[config.mk]
export PLATFORM = sky130hd
export DESIGN_NAME = imm_gen_pipe
export DESIGN_NICKNAME = d
export VERILOG_FILES = /design/src/rtl/imm_gen_pipe.sv
export SDC_FILE = /design/constraint.sdc
export NUM_CORES = 1
export LEC_CHECK = 0
export BUFFER_PORTS_ARGS = -buffer_cell sky130_fd_sc_hd__buf_2
export CAP_MARGIN = 20
export CORE_MARGIN = 4
export CORE_UTILIZATION = 39
export DETAILED_ROUTE_END_ITERATION = 8
export PLACE_DENSITY_LB_ADDON = 0.15
export SYNTH_ARGS = -nofsm -noshare
export SYNTH_HDL_FRONTEND = slang
export SYNTH_SLANG_ARGS = --single-unit
[constraint.sdc]
create_clock -name i_clk -period 2.2 [get_ports i_clk]
set_input_delay 0.44 -clock i_clk [delete_from_list [all_inputs] [get_ports i_clk]]
set_output_delay 0.44 -clock i_clk [all_outputs]
set_load 0.03 [all_outputs]
[src/rtl/imm_gen_pipe.sv]
// rtl/imm_gen_pipe.sv - registered RV immediate generator with 2-entry skid output
// Optional CSR uimm (Z format) decode: define IMM_CSR_UIMM_EN.
module imm_gen_pipe #(
    parameter int               XLEN         = 32,
    parameter logic [XLEN-1:0]  RESET_PC_TAG = '0
) (
    input  logic            i_clk,
    input  logic            i_rst_n,
    input  logic            i_flush,
    input  logic            i_valid,
    output logic            o_ready,
    input  logic [31:0]     i_instr,
    input  logic [XLEN-1:0] i_pc,
    output logic            o_valid,
    input  logic            i_ready,
    output logic [XLEN-1:0] o_imm,
    output logic [2:0]      o_fmt,
    output logic [XLEN-1:0] o_target,
    output logic            o_is_ctrl,
    output logic            o_illegal
);

    localparam logic [2:0] FMT_I    = 3'd0;
    localparam logic [2:0] FMT_S    = 3'd1;
    localparam logic [2:0] FMT_B    = 3'd2;
    localparam logic [2:0] FMT_U    = 3'd3;
    localparam logic [2:0] FMT_J    = 3'd4;
`ifdef IMM_CSR_UIMM_EN
    localparam logic [2:0] FMT_Z    = 3'd5;
`endif
    localparam logic [2:0] FMT_NONE = 3'd7;

    localparam logic [1:0] ST_EMPTY = 2'd0;
    localparam logic [1:0] ST_ONE   = 2'd1;
    localparam logic [1:0] ST_TWO   = 2'd2;

    typedef struct packed {
        logic [XLEN-1:0] imm;
        logic [XLEN-1:0] target;
        logic [2:0]      fmt;
        logic            is_ctrl;
        logic            illegal;
    } entry_t;

    logic [1:0] state_q, state_d;
    logic       ready_q, ready_d;
    logic       valid_q, valid_d;
    entry_t     out_q, out_d;
    entry_t     skid_q, skid_d;

    entry_t          idle_e;
    entry_t          dec_e;
    logic [XLEN-1:0] dec_imm;
    logic [2:0]      dec_fmt;
    logic            dec_illegal;
    logic [6:0]      opcode;
    logic            accept;

    assign opcode = i_instr[6:0];
    assign accept = i_valid && ready_q;

    // Every legal opcode ends in 2'b11, so a compressed-looking word falls to default.
    always_comb begin
        dec_imm     = '0;
        dec_fmt     = FMT_NONE;
        dec_illegal = 1'b0;
        case (opcode)
            7'b0010011, 7'b0000011, 7'b1100111: begin
                dec_fmt = FMT_I;
                dec_imm = XLEN'($signed(i_instr[31:20]));
            end
            7'b0100011: begin
                dec_fmt = FMT_S;
                dec_imm = XLEN'($signed({i_instr[31:25], i_instr[11:7]}));
            end
            7'b1100011: begin
                dec_fmt = FMT_B;
                dec_imm = XLEN'($signed({i_instr[31], i_instr[7], i_instr[30:25],
                                         i_instr[11:8], 1'b0}));
            end
            7'b0110111, 7'b0010111: begin
                dec_fmt = FMT_U;
                dec_imm = XLEN'($signed({i_instr[31:12], 12'b0}));
            end
            7'b1101111: begin
                dec_fmt = FMT_J;
                dec_imm = XLEN'($signed({i_instr[31], i_instr[19:12], i_instr[20],
                                         i_instr[30:21], 1'b0}));
            end
            7'b0110011, 7'b0001111: begin
                dec_fmt = FMT_NONE;
            end
            7'b1110011: begin
`ifdef IMM_CSR_UIMM_EN
                if (i_instr[14] && (i_instr[13:12] != 2'b00)) begin
                    dec_fmt = FMT_Z;
                    dec_imm = XLEN'(i_instr[19:15]);
                end
`else
                dec_fmt = FMT_NONE;
`endif
            end
            default: begin
                dec_illegal = 1'b1;
            end
        endcase
    end

    always_comb begin
        dec_e.imm     = dec_imm;
        dec_e.target  = i_pc + dec_imm;
        dec_e.fmt     = dec_fmt;
        dec_e.is_ctrl = (dec_fmt == FMT_B) || (dec_fmt == FMT_J);
        dec_e.illegal = dec_illegal;

        idle_e.imm     = RESET_PC_TAG;
        idle_e.target  = RESET_PC_TAG;
        idle_e.fmt     = FMT_NONE;
        idle_e.is_ctrl = 1'b0;
        idle_e.illegal = 1'b0;
    end

    // The output register always holds the oldest entry; the skid only fills
    // when a new entry arrives while the output is stalled.
    always_comb begin
        state_d = state_q;
        out_d   = out_q;
        skid_d  = skid_q;
        case (state_q)
            ST_EMPTY: begin
                if (accept) begin
                    out_d   = dec_e;
                    state_d = ST_ONE;
                end
            end
            ST_ONE: begin
                if (accept && i_ready) begin
                    out_d = dec_e;
                end else if (accept) begin
                    skid_d  = dec_e;
                    state_d = ST_TWO;
                end else if (i_ready) begin
                    out_d   = idle_e;
                    state_d = ST_EMPTY;
                end
            end
            ST_TWO: begin
                if (i_ready) begin
                    out_d   = skid_q;
                    state_d = ST_ONE;
                end
            end
            default: begin
                out_d   = idle_e;
                state_d = ST_EMPTY;
            end
        endcase
        if (i_flush) begin
            out_d   = idle_e;
            state_d = ST_EMPTY;
        end
        ready_d = (state_d != ST_TWO);
        valid_d = (state_d != ST_EMPTY);
    end

    always_ff @(posedge i_clk or negedge i_rst_n) begin
        if (!i_rst_n) begin
            state_q <= ST_EMPTY;
            ready_q <= 1'b1;
            valid_q <= 1'b0;
            out_q   <= '{imm: RESET_PC_TAG, target: RESET_PC_TAG, fmt: FMT_NONE,
                         is_ctrl: 1'b0, illegal: 1'b0};
            skid_q  <= '0;
        end else begin
            state_q <= state_d;
            ready_q <= ready_d;
            valid_q <= valid_d;
            out_q   <= out_d;
            skid_q  <= skid_d;
        end
    end

    assign o_ready   = ready_q;
    assign o_valid   = valid_q;
    assign o_imm     = out_q.imm;
    assign o_target  = out_q.target;
    assign o_fmt     = out_q.fmt;
    assign o_is_ctrl = out_q.is_ctrl;
    assign o_illegal = out_q.illegal;

endmodule

==> key figures, run 1 <==
Setup path
  • Critical path startpoint category: input port
  • Worst EP arrival: roughly 3.5 ns
  • CP Capture Type: register
  • CP max stage cell: or3_4
  • Kind of critical path: input port to register
  • CP peak stage delay: 0.39 ns
  • Req. time, crit path: 2.51 ns
  • Crit-path max FO: 4
  • Crit path cell chain: buf_8 -> or3_4 -> or2_4 -> a21oi_4 -> buf_6 -> and2_4 -> a21o_4 -> ha_4 -> a21oi_4 -> o21ai_2 -> or3_4 -> o31ai_4 -> buf_6 -> nor3_4 -> mux2i_2 -> o21ai_1

Timing
  • Worst-margin pin slew: 0.860 ns
  • RSZ-0062 raised after global routing: true
  • Number of setup violations in the final report: 59
  • Setup_tns: -41.92 ns
  • Min Clock Period, post-route: ~3.1 ns
  • Final hold vios: 0
  • Slew margin rel.: a little over two fifths
  • Worst Skew: 0.0137 ns
  • Max-slew violations: 0
  • FMAX: 318 MHz
  • WHS: approximately 0.3 ns
  • Worst Slack Setup Final: -0.946 ns
  • Fin crit share: 143%

Route
  • Final wirelength: 28700 um
  • Total number of vias: 8383
  • Drt via density: around 5.3
  • Iteration-0 DRC Markers: around 470
  • Antenna Nets Post-Route: 0
  • DRC Markers: 1
  • First-pass DRT Iterations: 7
  • WL/cell: 18.1 um

Power
  • Switch share: between 20% and 30%
  • Lkg Pwr: 6.22 nW
  • Flop pwr share: 38.3%
  • VDD IR-drop max: 0.527 mV
  • Combinational Power Share: about a fifth
  • Pwr dens: around 620 nW/um^2
  • NetSw: around 2.4 mW
  • Clk network pwr share: between 40% and 50%
  • Total power: between 7 and 8 mW
  • Internal: 5.62 mW

Global routing
  • Grt total ovfl: 0
  • First-pass GRT wire length: about 45000 um
  • Largest net degree at the start of global routing: 49
  • Vias in the first global route: 8289
  • Global Route Usage Sum: 23.7%
  • Initial antenna violation count: 0

Clock tree
  • H-tree levels: 4
  • CTS tree: yes
  • Clock tree buffer depth: 2
  • Sinks on Clock Net: approximately 140
  • Worst-path clk slew: approximately 0.060 ns
  • Num CTS Buffers: 17
  • Clk_lat worst skew: around 0.44 ns
  • Root buf cell: clkbuf_16

Yosys
  • Post-Syn Area per Cell: 8.86 sq um
  • Net count after synthesis: roughly 1000
  • Post-synthesis async set-or-reset flop share: between 90% and 100%
  • Mapped Cells: roughly 950
  • Register bit total from synthesis: between 100 and 150
  • Yosys warnings: 0
  • Post-Synthesis Cell Area: between 8000 and 9000 sq um
  • Number of synthesized flops with an enable pin: 0
  • Sequential area share after synthesis: a little over two fifths
  • Count of different cell masters after synthesis: between 70 and 80
  • Top FF cell, synth: dfrtp_1

Floorplan
  • Die Area: 23900 sq um
  • Io pins: 140
  • Horiz. Die Dim: 155 um
  • Core footprint: roughly 21000 sq um
  • Initial Util: 39.7%
  • Die Y: about 150 um
  • Std cell rows: between 50 and 60

Final layout
  • Most common cell after layout, fill and taps aside: buf_4
  • Diodes inserted: 0
  • Share of cells above drive strength 1: a little under half
  • Most frequent cells in the layout: 222 x buf_4, 201 x nand2_1, 138 x dfrtp_1
  • Post-route cell area: about 13000 sq um
  • Fin nets: about 1400
  • Synth-to-Final Area Change: 53.4%

Placement
  • DP Worst Slack: -1.63 ns
  • Placed cell areas: roughly 11000 sq um
  • RePlAce Congestion: ~0.93
  • PortBufs: about 140
  • HPWL Detailed: around 21000 um

Job
  • MaxCap Viol Count: 0

Run status
  • Failing checks: design-rule violations, negative setup slack
  • Status: finished, violations left

Hold path
  • Hold WC Path Type: input port to register
## power by group through the flow
stage | clock network [mW] | registers (mW) | logic, mW
floorplan | 0 | 3.19 | 0.668
global placement | 0 | 3.09 | 1.42
detailed placement | 0 | 3.10 | 1.43
CTS | 3.35 | 3.05 | 1.52
global route | 3.46 | 3.09 | 1.78
finish | 3.30 | 3.06 | 1.63
## worst max-delay path, delay by kind of cell
kind	cells	cell delay [ns]
AND/OR/NAND/NOR	5	1.24
AO/OA/AOI/OAI	6	0.90
buffers and inverters	3	0.40
multiplexers	1	0.23
adder cells (fa/ha/maj)	1	0.22
## per-stage QoR
stage          std cells  utilization [%]
6_report            1581             60.9
5_1_grt             1581             60.9
4_1_cts             1570             58.2
3_5_place_dp        1512             52.0
3_3_place_gp        1512             52.0
2_1_floorplan        945                -
## repair_timing
action,CTS,global route
buffers inserted,25,15
pin swaps,42,57
endpoints found under the setup margin,61,61
resized for setup,92,116
hold buffers,1,0
endpoints found under the hold margin,39,0
## synth_stat cells (6+ instances only)
| library cell | count | area, sq um |
|---|---|---|
| and2_1 | 11 | 68.8 |
| a22oi_2 | 10 | 125 |
| nand3_1 | 11 | 55.1 |
| clkbuf_1 | 32 | 120 |
| xor2_1 | 13 | 114 |
| nand2_1 | 206 | 773 |
| nand4_1 | 11 | 68.8 |
| a31oi_1 | 10 | 62.6 |
| o21a_1 | 6 | 45.0 |
| a22o_1 | 6 | 52.6 |
| nor2b_1 | 8 | 50.1 |
| a21o_4 | 10 | 150 |
| a21oi_1 | 58 | 290 |
| dfrtp_1 | 138 | 3450 |
| and3_1 | 8 | 50.1 |
| nor3_1 | 14 | 70.1 |
| a21o_1 | 16 | 120 |
| o21ai_1 | 26 | 130 |
| inv_1 | 22 | 82.6 |
| mux2_2 | 9 | 101 |
| a22oi_1 | 44 | 330 |
| buf_2 | 18 | 90.1 |
| o21ai_0 | 85 | 425 |
| ha_1 | 31 | 388 |
| nor2_1 | 40 | 150 |
| xnor2_1 | 13 | 114 |
| o21bai_1 | 8 | 60.1 |
## area by class of cell
cell class | count | area, sq um
clock buffers | 17 | 425
clock inverters | 15 | 233
fillers | 1850 | 8250
inverters | 22 | 82.6
multi-input cells | 724 | 5470
flip-flops and latches | 142 | 3560
well taps | 275 | 344
repair buffers | 386 | 2730
## sequential cells by signal, indices dropped and copies added (netlist names)
register / cells
o_fmt: 3
o_illegal: 1
o_imm: 32
o_is_ctrl: 1
o_ready: 1
o_target: 32
o_valid: 1
skid_q: 69
state_q: 2
## logic make-up after synthesis
family	share of synthesized area, %
simple gates	17.8
fa+ha+maj	4.87
compound gates	26.1
mux	1.57
buf+inv	4.11
xor+xnor	3.05
flops	42.5
## worst paths after layout
check | start | to | slack [ns] | cells past startpoint
worst max register to register | state_q[0] | o_is_ctrl | 0.19 | 7
min in group asynchronous | i_rst_n | state_q[1] | 0.51 | 2
worst min-delay path | i_ready | o_ready | 0.29 | 2
worst max-delay path | i_instr[5] | o_target[29] | -0.95 | 16
max in group asynchronous | i_rst_n | o_fmt[1] | 1.02 | 3
worst min register to register | skid_q[55] | skid_q[55] | 0.48 | 2
## routing by layer
layer / track usage (%) / share of wire (%) / vias to the layer above
li1: - / - / 4082
met1: 32.7 / 45 / 4043
met2: 38.1 / 48 / 214
met3: 3.58 / 4.1 / 44
met4: 8.54 / 2.5 / 0
met5: 0 / 0 / -
Power figures use the tool's default switching activity.
==> run 2: changes to the inputs <==
--- a/config.mk
+++ b/config.mk
@@ -11,6 +11,7 @@
 export CORE_UTILIZATION = 39
 export DETAILED_ROUTE_END_ITERATION = 8
 export PLACE_DENSITY_LB_ADDON = 0.15
+export SKIP_CTS_REPAIR_TIMING = 1
 export SYNTH_ARGS = -nofsm -noshare
 export SYNTH_HDL_FRONTEND = slang
 export SYNTH_SLANG_ARGS = --single-unit
==> key figures, run 2 (synthesized netlist as in run 1, its figures left out) <==
Power
  • Total power: 7.99 mW (about the same)
  • Flop pwr share: 38.3% (about the same)
  • Clk network pwr share: 41.3% (about the same)
  • Lkg Pwr: 6.18 nW (was 6.22 nW)
  • Internal: 5.61 mW (was 5.62 mW)
  • Pwr dens: 625 nW/um^2 (was 622 nW/um^2)
  • NetSw: 2.37 mW (was 2.38 mW)
  • Switch share: 29.7% (about the same)
  • Combinational Power Share: 20.4% (about the same)
  • VDD IR-drop max: 0.537 mV (was 0.527 mV)

Setup path
  • Largest delay contributor family on the critical path: simple AND/OR/NAND/NOR gates (unchanged)
  • CP Depth: 15 (was 16)
  • CP peak stage delay: 0.42 ns (was 0.39 ns)
  • FF-to-FF setup slack: 0.17 ns (was 0.19 ns)
  • CP max stage cell: or3_4 (unchanged)
  • Worst flop-to-flop path startpoint: state_q[0] (unchanged)
  • Crit path to: o_target[29] (unchanged)
  • Buf/Inv on CP: 3 (unchanged)
  • Critical path startpoint category: input port (unchanged)
  • CP Capture Type: register (unchanged)
  • Worst Setup SP: i_instr[2] (was i_instr[5])
  • R2R depth: 7 (unchanged)
  • Worst EP arrival: 3.48 ns (was 3.45 ns)
  • Req. time, crit path: 2.51 ns (about the same)
  • Crit path cell chain: buf_8 -> or3_4 -> or2_4 -> a21oi_4 -> buf_6 -> and2_1 -> ha_4 -> a21oi_2 -> o21ai_1 -> or3_4 -> o31ai_4 -> buf_6 -> nor3_4 -> mux2i_2 -> o21ai_1 (was buf_8 -> or3_4 -> or2_4 -> a21oi_4 -> buf_6 -> and2_4 -> a21o_4 -> ha_4 -> a21oi_4 -> o21ai_2 -> or3_4 -> o31ai_4 -> buf_6 -> nor3_4 -> mux2i_2 -> o21ai_1)
  • FF-to-FF End: o_is_ctrl (unchanged)
  • Kind of critical path: input port to register (unchanged)
  • Crit-path max FO: 4 (unchanged)

Clock tree
  • H-tree levels: 4 (unchanged)
  • Sinks on Clock Net: 142 (unchanged)
  • Num CTS Buffers: 17 (unchanged)
  • Worst-path clk slew: 0.06 ns (about the same)
  • Root buf cell: clkbuf_16 (unchanged)
  • CTS tree: yes (unchanged)
  • Clk_lat worst skew: 0.45 ns (was 0.44 ns)
  • Clock tree buffer depth: 2 (unchanged)

Final layout
  • Final core utilization: 60.6% (was 60.9%)
  • Diodes inserted: 0 (unchanged)
  • Most frequent cells in the layout: 221 x buf_4, 200 x nand2_1, 138 x dfrtp_1 (was 222 x buf_4, 201 x nand2_1, 138 x dfrtp_1)
  • Synth-to-Final Area Change: 52.6% (was 53.4%)
  • Most common cell after layout, fill and taps aside: buf_4 (unchanged)
  • Share of cells above drive strength 1: 46.4% (was 46.1%)
  • Fin nets: 1389 (was 1394)
  • Reg with most FFs: skid_q (unchanged)
  • Max reg flops: 69 (unchanged)

Placement
  • PortBufs: 139 (unchanged)
  • HPWL Detailed: 20700 um (unchanged)
  • RePlAce Congestion: 0.930 (unchanged)

Floorplan
  • Std cell rows: 53 (unchanged)
  • Horiz. Die Dim: 155 um (unchanged)
  • Die Y: 155 um (unchanged)
  • Core footprint: 21100 sq um (unchanged)
  • Die Area: 23900 sq um (unchanged)
  • Initial Util: 39.7% (unchanged)
  • Io pins: 140 (unchanged)

Global routing
  • Grt total ovfl: 0 (unchanged)
  • Global Route Usage Sum: 23.0% (was 23.7%)
  • Vias in the first global route: 8004 (was 8289)
  • Initial antenna violation count: 0 (unchanged)
  • First-pass GRT wire length: 43400 um (was 44800 um)
  • Largest net degree at the start of global routing: 49 (unchanged)

Timing
  • WHS: 0.291 ns (was 0.294 ns)
  • RSZ-0062 raised after global routing: true (unchanged)
  • Slew margin rel.: 41.8% (was 42.6%)
  • Max-slew violations: 0 (unchanged)
  • Worst Skew: 0.0159 ns (was 0.0137 ns)
  • Final hold vios: 0 (unchanged)
  • Fin crit share: 144% (was 143%)
  • FMAX: 316 MHz (was 318 MHz)
  • Worst Slack Setup Final: -0.963 ns (was -0.946 ns)
  • Number of setup violations in the final report: 59 (unchanged)
  • Worst-margin pin slew: 0.871 ns (was 0.860 ns)
  • Min Clock Period, post-route: 3.16 ns (was 3.15 ns)

Route
  • Antenna Nets Post-Route: 0 (unchanged)
  • Drt via density: 5.30 (about the same)
  • Total number of vias: 8350 (was 8383)
  • Iteration-0 DRC Markers: 463 (was 474)
  • WL/cell: 18.2 um (was 18.1 um)
  • First-pass DRT Iterations: 5 (was 7)
  • DRC Markers: 0 (was 1)
  • Final wirelength: 28700 um (about the same)

Run status
  • Status: finished, violations left (unchanged)
  • Failing checks: negative setup slack (was design-rule violations, negative setup slack)

Job
  • MaxCap Viol Count: 0 (unchanged)

Hold path
  • Hold_sp: i_ready (unchanged)
  • Hold WC Path Type: input port to register (unchanged)
run 2: how the worst min path moves through the flow:
| stage | end | slack (ns) | cells past startpoint |
|---|---|---|---|
| 2_1_floorplan | o_illegal | 0.14 | 0 |
| 3_3_place_gp | o_valid | 0.40 | 1 |
| 3_5_place_dp | o_valid | 0.40 | 1 |
| 4_1_cts | skid_q[4] | -0.07 | 1 |
| 5_1_grt | o_ready | 0.30 | 2 |
| 6_report | o_ready | 0.29 | 2 |
run 2: power by group through the flow:
stage	Sequential (mW)	Clock, mW	Combinational (mW)
floorplan	3.19	0	0.668
global placement	3.09	0	1.42
detailed placement	3.10	0	1.43
CTS	3.05	3.35	1.44
global route	3.09	3.46	1.78
finish	3.06	3.30	1.63
run 2: routing by layer:
metal | track usage [%] | wire length, um | vias up
met5 | 0 | 0 | -
met4 | 7.32 | 529 | 0
met3 | 4.14 | 1260 | 36
met2 | 36.8 | 14000 | 218
met1 | 31.8 | 12900 | 4020
li1 | - | - | 4076
run 2: cell type report:
type | count | area, sq um
clock buffers | 17 | 425
inverters | 22 | 82.6
well taps | 275 | 344
clock inverters | 15 | 233
multi-input cells | 724 | 5450
repair buffers | 381 | 2680
flip-flops and latches | 142 | 3560
fillers | 1845 | 8310
run 2: stage by stage:
stage | cell area, sq um | TNS [ns] | instances | setup WS, ns
2_1_floorplan | 8510 | -48.75 | 945 | -1.21
4_1_cts | 11600 | -53.27 | 1544 | -1.21
6_report | 12800 | -40.26 | 1576 | -0.963
3_5_place_dp | 11000 | -82.61 | 1512 | -1.63
3_3_place_gp | 11000 | -83.19 | 1512 | -1.65
5_1_grt | 12800 | -46.59 | 1576 | -1.03
==> run 3: changes to the inputs <==
--- a/config.mk
+++ b/config.mk
@@ -12,6 +12,7 @@
 export DETAILED_ROUTE_END_ITERATION = 8
 export PLACE_DENSITY_LB_ADDON = 0.15
 export SKIP_CTS_REPAIR_TIMING = 1
+export SKIP_LAST_GASP = 1
 export SYNTH_ARGS = -nofsm -noshare
 export SYNTH_HDL_FRONTEND = slang
 export SYNTH_SLANG_ARGS = --single-unit
==> key figures, run 3 (synthesized netlist as in run 1, its figures left out) <==
Power
  • VDD IR-drop max: 0.538 mV (was 0.537 mV)
  • Combinational Power Share: 20.3% (was 20.4%)
  • NetSw: 2.37 mW (about the same)
  • Total power: 7.98 mW (was 7.99 mW)
  • Flop pwr share: 38.3% (about the same)
  • Internal: 5.61 mW (about the same)
  • Pwr dens: 627 nW/um^2 (was 625 nW/um^2)
  • Lkg Pwr: 6.16 nW (was 6.18 nW)
  • Clk network pwr share: 41.4% (was 41.3%)
  • Switch share: 29.7% (about the same)

Placement
  • Placed cell areas: 11000 sq um (unchanged)
  • HPWL Detailed: 20700 um (unchanged)
  • RePlAce Congestion: 0.930 (unchanged)
  • PortBufs: 139 (unchanged)

Global routing
  • Global Route Usage Sum: 23.0% (unchanged)
  • Vias in the first global route: 8004 (unchanged)
  • First-pass GRT wire length: 43400 um (unchanged)
  • Grt total ovfl: 0 (unchanged)
  • Largest net degree at the start of global routing: 49 (unchanged)
  • Initial antenna violation count: 0 (unchanged)

Clock tree
  • Root buf cell: clkbuf_16 (unchanged)
  • Clk_lat worst skew: 0.44 ns (was 0.45 ns)
  • Sinks on Clock Net: 142 (unchanged)
  • Clock tree buffer depth: 2 (unchanged)
  • Num CTS Buffers: 17 (unchanged)
  • Worst-path clk slew: 0.06 ns (about the same)
  • CTS tree: yes (unchanged)
  • H-tree levels: 4 (unchanged)

Timing
  • Final hold vios: 0 (unchanged)
  • RSZ-0062 raised after global routing: true (unchanged)
  • Worst-margin pin slew: 0.872 ns (was 0.871 ns)
  • WHS: 0.295 ns (was 0.291 ns)
  • Slew margin rel.: 41.7% (was 41.8%)
  • FMAX: 316 MHz (about the same)
  • Worst Skew: 0.0147 ns (was 0.0159 ns)
  • Fin crit share: 144% (about the same)
  • Worst Slack Setup Final: -0.963 ns (about the same)
  • Max-slew violations: 0 (unchanged)
  • Min Clock Period, post-route: 3.16 ns (about the same)
  • Number of setup violations in the final report: 59 (unchanged)

Route
  • Final wirelength: 28700 um (about the same)
  • WL/cell: 18.2 um (about the same)
  • Iteration-0 DRC Markers: 492 (was 463)
  • Drt via density: 5.28 (was 5.30)
  • DRC Markers: 0 (unchanged)
  • Antenna Nets Post-Route: 0 (unchanged)
  • Total number of vias: 8329 (was 8350)
  • First-pass DRT Iterations: 6 (was 5)

Run status
  • Status: finished, violations left (unchanged)
  • Failing checks: negative setup slack (unchanged)

Final layout
  • Share of cells above drive strength 1: 45.7% (was 46.4%)
  • Fill cell count: 1848 (was 1845)
  • Diodes inserted: 0 (unchanged)
  • Post-route cell area: 12700 sq um (was 12800 sq um)
  • Most common cell after layout, fill and taps aside: buf_4 (unchanged)
  • Most frequent cells in the layout: 222 x buf_4, 201 x nand2_1, 138 x dfrtp_1 (was 221 x buf_4, 200 x nand2_1, 138 x dfrtp_1)
  • Max reg flops: 69 (unchanged)
  • Synth-to-Final Area Change: 51.9% (was 52.6%)
  • Fin nets: 1389 (unchanged)
  • Reg with most FFs: skid_q (unchanged)

Job
  • MaxCap Viol Count: 0 (unchanged)

Floorplan
  • Io pins: 140 (unchanged)
  • Horiz. Die Dim: 155 um (unchanged)
  • Core footprint: 21100 sq um (unchanged)
  • Die Area: 23900 sq um (unchanged)
  • Initial Util: 39.7% (unchanged)
  • Die Y: 155 um (unchanged)
  • Std cell rows: 53 (unchanged)

Setup path
  • Worst EP arrival: 3.47 ns (was 3.48 ns)
  • Crit-path max FO: 7 (was 4)
  • Req. time, crit path: 2.51 ns (about the same)
  • Critical path startpoint category: input port (unchanged)
  • CP Capture Type: register (unchanged)
  • Kind of critical path: input port to register (unchanged)

Hold path
  • Hold WC Path Type: input port to register (unchanged)
## run 3: worst paths after layout
check                           slack (ns)       start  cells past startpoint           end
worst min-delay path                  0.29     i_ready                      2       o_ready
worst min register to register        0.47    o_imm[6]                      2      o_imm[6]
max in group asynchronous             1.03     i_rst_n                      3      o_fmt[1]
worst max register to register        0.18  state_q[0]                      7     o_imm[29]
min in group asynchronous             0.50     i_rst_n                      2     skid_q[4]
worst max-delay path                 -0.96  i_instr[4]                     14  o_target[29]
## run 3: through the flow
step,setup WS (ns),instances,utilization [%],TNS [ns]
global route,-1.02,1576,60.3,-46.75
CTS,-1.21,1544,55.2,-53.27
floorplan,-1.21,945,-,-48.75
global placement,-1.65,1512,52.0,-83.19
detailed placement,-1.63,1512,52.0,-82.61
finish,-0.963,1576,60.3,-40.54
## run 3: cell type report
type	count	area, sq um	area share (%)
multi-input combinational	724	5400	42.4
sequential	142	3560	28.0
timing repair buffer	381	2680	21.1
clock buffer	17	425	3.34
tap	275	344	2.70
clock inverter	15	233	1.83
inverter	22	82.6	0.649
## run 3: per-layer routing
layer  vias up  share of wire (%)  wire length [um]  GRT usage, %
met3        35                4.7              1340          4.14
met1      3986                 45             13000          31.8
met4         0                1.9               550          7.32
li1       4075                  -                 -             -
met2       233                 48             13900          36.8
met5         -                  0                 0             0
## run 3: power groups by stage
stage | clock network [mW] | logic [mW] | registers, mW
global placement | 0 | 1.42 | 3.09
detailed placement | 0 | 1.43 | 3.10
CTS | 3.35 | 1.44 | 3.05
global route | 3.46 | 1.77 | 3.09
floorplan | 0 | 0.668 | 3.19
finish | 3.30 | 1.62 | 3.06
## run 3: worst max-delay path, stage by stage
cell and delay, ns:
buf_2 0.18, or3b_4 0.43, a21oi_4 0.33, buf_4 0.18, a21o_4 0.14, ha_4 0.22
a21oi_2 0.17, o21ai_1 0.13, or3_4 0.42, o31ai_4 0.29, buf_6 0.18, nor3_4 0.04
mux2i_2 0.23, o21ai_1 0.09
